### src/rtl/lbp_pkg.sv
// Shared sizing and FSM encoding for the gray-image read arbiter.
package lbp_pkg;
    localparam int ADDR_W    = 14;
    localparam int DATA_W    = 8;
    localparam int BURST_MAX = 9;
    localparam int CNT_W     = 4;

    typedef enum logic [1:0] {
        IDLE = 2'd0,
        OWN0 = 2'd1,
        OWN1 = 2'd2
    } state_t;

    function automatic state_t own_of(input logic port);
        return port ? OWN1 : OWN0;
    endfunction
endpackage

### src/rtl/gray_rd_arb_if.sv
// Two read clients plus the single-ported gray memory, as seen by the arbiter.
interface gray_rd_arb_if;
    import lbp_pkg::*;

    logic              req0, req1;
    logic [ADDR_W-1:0] addr0, addr1;
    logic              gnt0, gnt1;
    logic [DATA_W-1:0] rdata0, rdata1;
    logic              rvalid0, rvalid1;
    logic              gray_req;
    logic [ADDR_W-1:0] gray_addr;
    logic [DATA_W-1:0] gray_data;
    logic              busy;

    modport slave (
        input  req0, addr0, req1, addr1, gray_data,
        output gnt0, rdata0, rvalid0, gnt1, rdata1, rvalid1,
               gray_req, gray_addr, busy
    );

    modport master (
        output req0, addr0, req1, addr1, gray_data,
        input  gnt0, rdata0, rvalid0, gnt1, rdata1, rvalid1,
               gray_req, gray_addr, busy
    );
endinterface

### src/rtl/rr_pick2.sv
// Two-way round-robin choice: a tie goes to the port that was not granted last.
module rr_pick2 (
    input  logic req0,
    input  logic req1,
    input  logic last,
    output logic valid,
    output logic pick
);
    assign valid = req0 | req1;
    assign pick  = (req0 & req1) ? ~last : req1;
endmodule

### src/rtl/gray_rd_arb.sv
// Burst-owning round-robin arbiter sharing one gray-image read port between two
// clients; 2-cycle grant-to-data latency, one read per cycle sustained.
module gray_rd_arb
    import lbp_pkg::*;
(
    input  logic          clk,
    input  logic          reset,
    gray_rd_arb_if.slave  bus
);
    state_t            state, state_n;
    logic [CNT_W-1:0]  cnt, cnt_n;
    logic              last;
    logic              gnt, gnt_port;
    logic              pick_vld, pick;
    logic              own, req_own, req_oth;
    logic [ADDR_W-1:0] gray_addr_q;
    // index 1: memory strobe issued, index 2: data returning to the client
    logic [2:1]        vld_pipe;
    logic [2:1]        tag_pipe;

    rr_pick2 u_pick (
        .req0  (bus.req0),
        .req1  (bus.req1),
        .last  (last),
        .valid (pick_vld),
        .pick  (pick)
    );

    assign own     = (state == OWN1);
    assign req_own = own ? bus.req1 : bus.req0;
    assign req_oth = own ? bus.req0 : bus.req1;

    always_comb begin
        state_n  = state;
        cnt_n    = cnt;
        gnt      = 1'b0;
        gnt_port = last;
        case (state)
            IDLE: begin
                if (pick_vld) begin
                    gnt      = 1'b1;
                    gnt_port = pick;
                end
            end
            default: begin
                if (req_own && cnt < CNT_W'(BURST_MAX)) begin
                    gnt      = 1'b1;
                    gnt_port = own;
                end else if (req_oth) begin
                    gnt      = 1'b1;
                    gnt_port = ~own;
                end else if (req_own) begin
                    gnt      = 1'b1;
                    gnt_port = own;
                end
            end
        endcase
        // Handover to the other port happens in the same cycle, so no bubble.
        if (gnt) begin
            state_n = own_of(gnt_port);
            cnt_n   = (state == own_of(gnt_port) && cnt < CNT_W'(BURST_MAX))
                      ? cnt + CNT_W'(1) : CNT_W'(1);
        end else if (state != IDLE) begin
            state_n = IDLE;
            cnt_n   = '0;
        end
    end

    always_ff @(posedge clk or negedge reset) begin
        if (!reset) begin
            state       <= IDLE;
            cnt         <= '0;
            last        <= 1'b1;
            bus.busy    <= 1'b0;
            gray_addr_q <= '0;
            vld_pipe    <= '0;
            tag_pipe    <= '0;
        end else begin
            state       <= state_n;
            cnt         <= cnt_n;
            bus.busy    <= (state_n != IDLE);
            vld_pipe[1] <= gnt;
            vld_pipe[2] <= vld_pipe[1];
            tag_pipe[2] <= tag_pipe[1];
            if (gnt) begin
                last        <= gnt_port;
                tag_pipe[1] <= gnt_port;
                gray_addr_q <= gnt_port ? bus.addr1 : bus.addr0;
            end
        end
    end

    assign bus.gnt0      = reset & gnt & ~gnt_port;
    assign bus.gnt1      = reset & gnt &  gnt_port;
    assign bus.gray_req  = vld_pipe[1];
    assign bus.gray_addr = gray_addr_q;
    assign bus.rvalid0   = vld_pipe[2] & ~tag_pipe[2];
    assign bus.rvalid1   = vld_pipe[2] &  tag_pipe[2];
    assign bus.rdata0    = bus.gray_data;
    assign bus.rdata1    = bus.gray_data;
endmodule

### src/flat_wrapper.sv
// flat-port wrapper written by rule: the top's interface ports become plain ports
module gray_rd_arb_flat import lbp_pkg::*;
  (clk, reset, bus_req0, bus_addr0, bus_req1, bus_addr1, bus_gray_data, bus_gnt0, bus_rdata0, bus_rvalid0, bus_gnt1, bus_rdata1, bus_rvalid1, bus_gray_req, bus_gray_addr, bus_busy);
  gray_rd_arb_if bus_i ();
  input  logic clk;
  input  logic reset;
  input wire logic [$bits(bus_i.req0)-1:0] bus_req0;
  input wire logic [$bits(bus_i.addr0)-1:0] bus_addr0;
  input wire logic [$bits(bus_i.req1)-1:0] bus_req1;
  input wire logic [$bits(bus_i.addr1)-1:0] bus_addr1;
  input wire logic [$bits(bus_i.gray_data)-1:0] bus_gray_data;
  output wire logic [$bits(bus_i.gnt0)-1:0] bus_gnt0;
  output wire logic [$bits(bus_i.rdata0)-1:0] bus_rdata0;
  output wire logic [$bits(bus_i.rvalid0)-1:0] bus_rvalid0;
  output wire logic [$bits(bus_i.gnt1)-1:0] bus_gnt1;
  output wire logic [$bits(bus_i.rdata1)-1:0] bus_rdata1;
  output wire logic [$bits(bus_i.rvalid1)-1:0] bus_rvalid1;
  output wire logic [$bits(bus_i.gray_req)-1:0] bus_gray_req;
  output wire logic [$bits(bus_i.gray_addr)-1:0] bus_gray_addr;
  output wire logic [$bits(bus_i.busy)-1:0] bus_busy;
  assign bus_i.req0 = bus_req0;
  assign bus_i.addr0 = bus_addr0;
  assign bus_i.req1 = bus_req1;
  assign bus_i.addr1 = bus_addr1;
  assign bus_i.gray_data = bus_gray_data;
  assign bus_gnt0 = bus_i.gnt0;
  assign bus_rdata0 = bus_i.rdata0;
  assign bus_rvalid0 = bus_i.rvalid0;
  assign bus_gnt1 = bus_i.gnt1;
  assign bus_rdata1 = bus_i.rdata1;
  assign bus_rvalid1 = bus_i.rvalid1;
  assign bus_gray_req = bus_i.gray_req;
  assign bus_gray_addr = bus_i.gray_addr;
  assign bus_busy = bus_i.busy;
  gray_rd_arb u_core (.clk(clk), .reset(reset), .bus(bus_i));
endmodule
### config.mk
export PLATFORM = sky130hd
export DESIGN_NAME = gray_rd_arb_flat
export DESIGN_NICKNAME = d
export VERILOG_FILES = /design/src/rtl/lbp_pkg.sv /design/src/rtl/gray_rd_arb_if.sv /design/src/rtl/rr_pick2.sv /design/src/rtl/gray_rd_arb.sv /design/src/flat_wrapper.sv
export SDC_FILE = /design/constraint.sdc
export NUM_CORES = 1
export LEC_CHECK = 0
export BUFFER_PORTS_ARGS = -buffer_cell sky130_fd_sc_hd__buf_2
export CAP_MARGIN = 25
export CORE_UTILIZATION = 44
export DETAILED_ROUTE_END_ITERATION = 7
export HOLD_SLACK_MARGIN = 0.03
export PLACE_DENSITY = 0.79
export SETUP_SLACK_MARGIN = 0.02
export SLEW_MARGIN = 20
export SYNTH_ARGS = -nofsm -noshare
export SYNTH_HDL_FRONTEND = slang
export SYNTH_HIERARCHICAL = 1
export SYNTH_SLANG_ARGS = --single-unit
export TNS_END_PERCENT = 20
### constraint.sdc
create_clock -name clk -period 2.4 [get_ports clk]
set_input_delay 0.24 -clock clk [delete_from_list [all_inputs] [get_ports clk]]
set_output_delay 0.24 -clock clk [all_outputs]
set_load 0.01 [all_outputs]
======== Yosys cells after proc, flatten, opt, wreduce, memory -nomap -nowiden ========
Index checks and enable logic that the tools add are counted.
storage, ports and cells
  latch bits .............................. 0
  bits in read-only memories .............. 0
  RAM bits ................................ 0
  flip-flop bits (word level) ............. 26
  memories kept ........................... 0
  input port bits ......................... 40
  word-level logic and storage cells ...... 49
operators by class
  equality and inequality tests ........... 2
  reduce and logical (&&, ||, !) cells .... 6
  muxes and demuxes ....................... 20
  bitwise operators ....................... 11
  shifts and indexed selects .............. 0
  order comparisons ....................... 1
  divide/modulo/power cells ............... 0
  $add $sub $neg .......................... 1
  $mul .................................... 0
operator list
  operator             count
  $mux 14              1
  $mux 1               13
  $mux 4               3
  $and 1x1->1          6
  $mux 2               3
  $reduce_bool 2->1    3
  $add 4x1->4 const B  1
  $lt 4x4->1 const B   1
  $not 1->1            4
  $eq 2x2->1           1
  $eq 2x2->1 const B   1
  $logic_and 1x1->1    2
  $logic_not 2->1      1
  $or 1x1->1           1

======== Depth between registers and ports, before layout ========
Gate-level depths: netlist of the first run.
  word-level depth ........................ 11
  mapped depth ............................ 9

======== Cells and area by module ========
Netlist of the first run, hierarchy kept.
by module, submodules not included
  module       instances  area an instance (µm²)  seq. area each (µm²)  cells an instance
  gray_rd_arb  1          1375.1                  651.9                 134
  rr_pick2     1          13.8                    0.0                   2

======== Worst setup path after synthesis of the first run ========
Ideal clock, no wire load.
  path type ............................... register to output
  from .................................... register u_core.cnt[0]
  to ...................................... output bus_gnt0
  setup slack ............................. 0.424 ns
  buffers on the path ..................... 2
  cell stages (with the launch flop) ...... 9
  arrival ................................. 1.736 ns
  required time ........................... 2.160 ns
  cells stage by stage .................... dfrtp_1 -> inv_1 -> ha_1 -> nand2b_4 -> and4b_1 -> o41a_1 -> buf_6 -> buf_12 -> and3_1
between the ends
  cells in the longest elaborated chain, start to end .. 6
  elaborated cells on any way between the ends .. 9
ends and longest elaborated chain
  item                                             line                RTL
  start: declaration                               gray_rd_arb.sv:11   logic [CNT_W-1:0] cnt, cnt_n;
  start signal: assignment                         gray_rd_arb.sv:80   cnt <= cnt_n;
  $lt 4x4->1 *                                     gray_rd_arb.sv:46   if (req_own && cnt < CNT_W'(BURST_MAX)) begin
  $logic_and 1x1->1 *                              gray_rd_arb.sv:46
  $mux 1                                           gray_rd_arb.sv:46
  $mux 1                                           gray_rd_arb.sv:38   case (state)
  $and 1x1->1 / $not 1->1 (equally long branches)  gray_rd_arb.sv:93   assign bus.gnt0 = reset & gnt & ~gnt_port;
  $and 1x1->1 *                                    gray_rd_arb.sv:93
  end: declaration                                 flat_wrapper.sv:12  output wire logic [$bits(bus_i.gnt0)-1:0] bus_gnt0;
Mark *: on every way between the ends. The rest lies on a longest branch, timed or not.

======== Final worst setup path of the first run ========
  from .................................... register u_core.cnt[1]
  to ...................................... output bus_gnt1
between the ends
  cells in the longest elaborated chain, start to end .. 6
  elaborated cells on any way between the ends .. 8
ends and longest elaborated chain
  item                 line                RTL
  $lt 4x4->1 *         gray_rd_arb.sv:46
  $logic_and 1x1->1 *  gray_rd_arb.sv:46
  $mux 1               gray_rd_arb.sv:46
  $mux 1               gray_rd_arb.sv:38
  $and 1x1->1          gray_rd_arb.sv:94   assign bus.gnt1 = reset & gnt & gnt_port;
  $and 1x1->1 *        gray_rd_arb.sv:94
  end: declaration     flat_wrapper.sv:15  output wire logic [$bits(bus_i.gnt1)-1:0] bus_gnt1;
Marked as above.

==> run summary, run 1 <==
Status: finished, final reports clean
Syn_area_per_cell: 10.2 um2
Commonest non-fill, non-tap cells in the layout: 51 x buf_2, 25 x dfrtp_1, 19 x nor2_1
Largest cells by area after synthesis: dfrtp_1 45%, mux2i_1 10%, buf_4 8.6%
CP Launch Type: flip-flop
CP endpoint kind: output port
Worst R2R Path Depth: 9
Clock Latency Late Sink: 0.32 ns
Min-delay src: bus_addr1[10]
Ys async rst share: 1.00
DRC: 0
Die Y: 58.2 um
Achievable frequency: 439 MHz
Largest net degree at the start of global routing: 19
WL final: 2720 um
Worst Max-Slew Pin Slew: 0.433 ns
Yosys top cell area share: 0.450
Mapped cell area: 1390 um2
Synth unique cells: 31
Clk buf depth: 2
Pleak: 0.855 nW
FP Rows: 20
DR iter-0 viols: 32
CTS Buf Count: 3
Antenna violations before repair: 0
Worst-path fanout max: 4
FILL cells: 265
Total GRT Usage: 0.181
Synth area leader: dfrtp_1
N_diodes: 0
Setup violators final: 0
Min-Delay Path Depth: 3
Share of layout cells above drive strength 1: 0.389
Area grow syn2layout: 18.9%
Final Total Pwr: 1.90 mW
Core Region: 3030 um2
Vias in the first global route: 1,050
Warnings, synthesis: 6
Crit path DAT: 2.04 ns
Post-synth EDFFs: 0
Register area share after synthesis: 0.469
Most common cell after layout, fill and taps aside: buf_2
Post-DP HPWL: 2110 um
PD cells: 1150 nW/um2
Gp weighted congestion: 0.704
RSZ-0062 raised after global routing: false
Setup tns final: 0 ns
Routed len/inst: 12.2 um
Net Sw Frac: 0.378
Max cap viols: 0
Fin crit share: 0.949
CTS H-tree depth: 1
Max-slew violations: 0
Post-CTS Resized: 0
Post-Syn Instances: 136
Max VDD drop: 0.000522 V
Flop pwr share: 0.396
CTS Root Buffer Type: clkbuf_4
Die area: 3380 um2
P_sw: 0.718 mW
Post-layout minimum cycle time: 2.28 ns
Combinational fraction of design power: 0.488
Via count: 1,108
CP required: 2.16 ns
Crit path kind: reg -> out
Syn Nets: 178
Initial Utilization: 0.459
Most used DFF post-synth: dfrtp_1
Fin. Hold Viols: 0
Clk sink count: 26
Reg2reg start: u_core/cnt[1]
Count of nets after finishing: 223
Worst Hold Endpoint: u_core/bus.gray_addr[10]
Final clock skew: 0.00197 ns
R2r endpoint: u_core/bus.gray_addr[1]
Int Power: 1.18 mW
Clock Power Share: 0.116
Grt ovf: 0
Die Wd: 58.2 um
I/O pin cnt: 76
Vias per cell: 4.95
Flop-to-flop setup slack: 0.36 ns
Worst min-delay path class: in -> reg
CTS tree: yes
Post-DRT Antenna Nets: 0
#FFs+latches synth: 26
Max-slew headroom: 0.711
Worst-path clk slew: 0.14 ns
Port Buffers: 51
First-pass DRT Iterations: 4
First-pass GRT wire length: 4610 um
==> cells in the mapped netlist, types with 2 or more instances <==
cell type,number
nor2_1,19
and2_1,3
buf_4,16
and3_1,3
mux2i_1,14
or2_1,2
nor2b_1,2
nand3_1,3
dfrtp_1,25
nand3b_1,2
a22o_1,3
buf_2,2
nand2_1,4
a21oi_1,17
inv_1,3
nand2b_1,2
ha_1,2
==> power by group through the flow <==
stage / clock network (mW) / logic (mW) / registers (mW)
after detailed placement: 0 / 0.893 / 0.765
final: 0.221 / 0.926 / 0.753
after global routing: 0.247 / 1.03 / 0.778
after CTS: 0.228 / 0.925 / 0.759
after global placement: 0 / 0.859 / 0.757
after floorplan: 0 / 0.590 / 0.815
==> cell type report <==
| type | count | area [um2] | area share |
|---|---|---|---|
| flip-flops and latches | 26 | 652 | 0.395 |
| multi-input cells | 86 | 564 | 0.342 |
| repair buffers | 61 | 333 | 0.202 |
| well taps | 44 | 55.1 | 0.0333 |
| clock buffers | 4 | 36.3 | 0.0220 |
| inverters | 3 | 11.3 | 0.00682 |
==> per-stage QoR <==
stage	area [um2]	hold WS (ns)	util	worst slack [ns]	std cells
floorplan	1390	-0.0556	-	0.424	136
finish	1650	0.204	0.545	0.122	224
CTS	1640	0.197	0.543	0.0710	223
global route	1650	0.207	0.545	0.0261	224
global placement	1580	0.151	0.523	0.324	216
detailed placement	1580	0.157	0.523	0.248	216
==> logic make-up (layout without fill, tap and decap cells) <==
| family | Yosys count | after routing | synth area share |
|---|---|---|---|
| fa+ha+maj | 2 | 2 | 0.0180 |
| xor+xnor | 1 | 1 | 0.00631 |
| compound gates | 24 | 24 | 0.107 |
| flops | 26 | 26 | 0.469 |
| buf+inv | 24 | 68 | 0.127 |
| mux | 15 | 15 | 0.109 |
| simple gates | 44 | 44 | 0.163 |
==> critical path: stages, from the launching register on <==
cell and delay, ns:
dfrtp_1 0.44, inv_1 0.07, ha_1 0.19, nand2b_4 0.07, and4b_1 0.20, o41a_1 0.37, inv_1 0.10, and3_1 0.16
buf_2 0.12
==> timing repair <==
item,CTS,global route
pin swaps,1,0
buffers inserted,2,1
hold buffers,1,0
endpoints found under the hold margin,11,0
setup endpoints to repair,2,1
==> registers in the layout, indices dropped and copies added (netlist names) <==
register and count:
u_core/last 1, u_core/tag_pipe 2, u_core/state 2, u_core/cnt 4, u_core/bus.gray_addr 14, u_core/bus.busy 1, u_core/vld_pipe 2
==> how the worst max path moves through the flow <==
stage             startpoint       end  cells past startpoint
6_report       u_core/cnt[1]  bus_gnt1                      8
5_1_grt        u_core/cnt[1]  bus_gnt1                      8
4_1_cts        u_core/cnt[0]  bus_gnt1                      8
3_5_place_dp   u_core/cnt[0]  bus_gnt1                      8
3_3_place_gp   u_core/cnt[0]  bus_gnt1                      8
2_1_floorplan  u_core/cnt[0]  bus_gnt0                      8
==> layer usage <==
| metal | wire, um | up-vias | GRT usage |
|---|---|---|---|
| met5 | 0 | - | 0 |
| li1 | - | 539 | - |
| met2 | 1350 | 43 | 0.299 |
| met1 | 1170 | 522 | 0.233 |
| met4 | 36 | 0 | 0.0714 |
| met3 | 170 | 4 | 0.0357 |
(Power assumes the default switching activity.)
==> run 2: changes to the inputs <==
--- a/config.mk
+++ b/config.mk
@@ -10,9 +10,9 @@
 export CORE_UTILIZATION = 44
 export DETAILED_ROUTE_END_ITERATION = 7
 export HOLD_SLACK_MARGIN = 0.03
-export PLACE_DENSITY = 0.79
+export PLACE_DENSITY = 0.83
 export SETUP_SLACK_MARGIN = 0.02
-export SLEW_MARGIN = 20
+export SLEW_MARGIN = 40
 export SYNTH_ARGS = -nofsm -noshare
 export SYNTH_HDL_FRONTEND = slang
 export SYNTH_HIERARCHICAL = 1
==> run 2 against run 1 <==
Effect of this change:
- clock power shrank 18%
- non-clock buffer count is 2 higher
- combinational power rose by 5.1%
- hold slack gained 0.015 ns
- critical path depth is the same
- sequential share of layout area is 0.41 points lower
- global-route usage down 1.8 points
- sequential power hardly changed
- clock skew increased by 0.010 ns
- first-iteration DRC count is 28% lower
- critical endpoint unchanged
==> run summary, run 2 (synthesized netlist as in run 1, its figures left out) <==
Status: finished, final reports clean
PD cells: 1140 nW/um2 (-0.61%)
R2r endpoint: u_core/bus.gray_addr[13]
Via count: 1,064 (-4.0%)
Max reg flops: 14 (unchanged)
Die Y: 58.2 um (unchanged)
I/O pin cnt: 76 (unchanged)
FP Rows: 20 (unchanged)
Post-DRT Antenna Nets: 0 (unchanged)
Area post-placement: 1580 um2 (unchanged)
First-pass GRT wire length: 4330 um (-6.1%)
Crit path kind: reg -> out
Area grow syn2layout: 20.2%
Clk buf depth: 2 (unchanged)
Core Region: 3030 um2 (unchanged)
Vias per cell: 4.71 (-4.8%)
Post-DP HPWL: 2040 um (-3.2%)
RSZ-0062 raised after global routing: false
Worst min-delay path class: in -> reg
Gp weighted congestion: 0.805 (+14%)
DR iter-0 viols: 23 (-28%)
FILL cells: 307 (+16%)
Achievable frequency: 435 MHz (-0.80%)
CTS tree: yes
Worst-path fanout max: 4 (unchanged)
Share of layout cells above drive strength 1: 0.401 (+0.0122)
CTS Root Buffer Type: clkbuf_4
Commonest non-fill, non-tap cells in the layout: 51 x buf_2, 25 x dfrtp_1, 19 x nor2_1
Fin. Hold Viols: 0 (unchanged)
Reg2reg start: u_core/cnt[0]
Clk sink count: 26 (unchanged)
Flop-to-flop setup slack: 0.19 ns (-0.17 ns)
Final instance area: 1670 um2 (+1.1%)
Final hold slack: 0.219 ns (+0.0146 ns)
Grt ovf: 0 (unchanged)
CP endpoint kind: output port
Vias in the first global route: 1,022 (-2.7%)
Final clock skew: 0.0120 ns (+0.0100 ns)
Antenna violations before repair: 0 (unchanged)
Max-slew violations: 0 (unchanged)
DRC: 0 (unchanged)
Initial Utilization: 0.459 (unchanged)
Max VDD drop: 0.000634 V (+21%)
Die area: 3380 um2 (unchanged)
Port Buffers: 51 (unchanged)
Count of nets after finishing: 225 (+0.90%)
N_diodes: 0 (unchanged)
Max-slew headroom: 0.759 (+0.0480)
Pleak: 0.858 nW (+0.40%)
Total GRT Usage: 0.163 (-0.0178)
Worst-path clk slew: 0.14 ns (about the same)
CP Launch Type: flip-flop
Setup tns final: 0 ns (unchanged)
Largest net degree at the start of global routing: 24 (+5)
Post-layout minimum cycle time: 2.30 ns (+0.0185 ns)
Max cap viols: 0 (unchanged)
Min-Delay Path Depth: 3 (unchanged)
CP required: 2.16 ns (about the same)
Fin crit share: 0.957 (+0.00770)
Routed len/inst: 11.8 um (-2.6%)
Crit path DAT: 2.06 ns (+0.02 ns)
Die Wd: 58.2 um (unchanged)
WL final: 2680 um (-1.8%)
CTS H-tree depth: 1 (unchanged)
CTS Buf Count: 3 (unchanged)
Min-delay src: bus_addr1[9]
Setup violators final: 0 (unchanged)
Most common cell after layout, fill and taps aside: buf_2
Worst R2R Path Depth: 10 (+1)
Worst Hold Endpoint: u_core/bus.gray_addr[9]
Worst Max-Slew Pin Slew: 0.362 ns (-0.0707 ns)
Clock Latency Late Sink: 0.31 ns (about the same)
First-pass DRT Iterations: 4 (unchanged)
## run 2: changes by cell type in the layout (fill, tap and decap cells not counted)
cell and delta:
inv_2 +1, inv_1 -1, buf_4 +2, clkbuf_1 +1, ha_1 -1, clkbuf_8 -1
ha_4 +1
## run 2: report_power, final
group | switching [mW] | total [mW] | internal, mW
Clock | 0.117 | 0.182 | 0.0647
Combinational | 0.487 | 0.973 | 0.487
Sequential | 0.119 | 0.753 | 0.635
## run 2: routing by layer
metal  up-vias  part of all wire  global-route usage
met4         0            0.0015              0.0238
met1       491              0.46               0.223
met3         2             0.052              0.0268
li1        537                 -                   -
met5         -                 0                   0
met2        34              0.49               0.279
## run 2: critical path, stage by stage (launching register included)
cell	delay [ns]
dfrtp_1	0.43
inv_1	0.10
ha_4	0.14
nand2b_4	0.05
and4b_1	0.20
o41a_1	0.44
inv_2	0.09
and3_1	0.17
buf_2	0.13
## run 2: worst max path at each step
stage,end,slack [ns],cells past startpoint,start
3_3_place_gp,bus_gnt1,0.33,8,u_core/cnt[0]
2_1_floorplan,bus_gnt0,0.42,8,u_core/cnt[0]
3_5_place_dp,bus_gnt1,0.26,8,u_core/cnt[0]
4_1_cts,bus_gnt1,0.06,8,u_core/cnt[0]
6_report,bus_gnt1,0.10,8,u_core/cnt[0]
5_1_grt,bus_gnt1,0.004,8,u_core/cnt[0]
## run 2: through the flow
stage | instances | power (mW) | util | setup slack (ns)
global route | 226 | 2.06 | 0.551 | 0.00384
detailed placement | 216 | 1.65 | 0.523 | 0.258
global placement | 216 | 1.62 | 0.523 | 0.330
floorplan | 136 | 1.40 | - | 0.424
CTS | 222 | 1.85 | 0.537 | 0.0614
finish | 226 | 1.91 | 0.551 | 0.103
## run 2: cell type report
type	instances	area, um2	share of cell area
clock buffer	4	26.3	0.0157
inverter	3	11.3	0.00675
multi-input combinational	86	577	0.346
sequential	26	652	0.391
tap	44	55.1	0.0330
timing repair buffer	63	348	0.208
## run 2: what timing repair did
action | 4_1_cts | 5_1_grt
buffers inserted | 1 | 4
pin swaps | 1 | 2
gates resized for setup | 0 | 3
hold endpoints to repair | 14 | 0
endpoints found under the setup margin | 2 | 1
hold buffers | 1 | 0
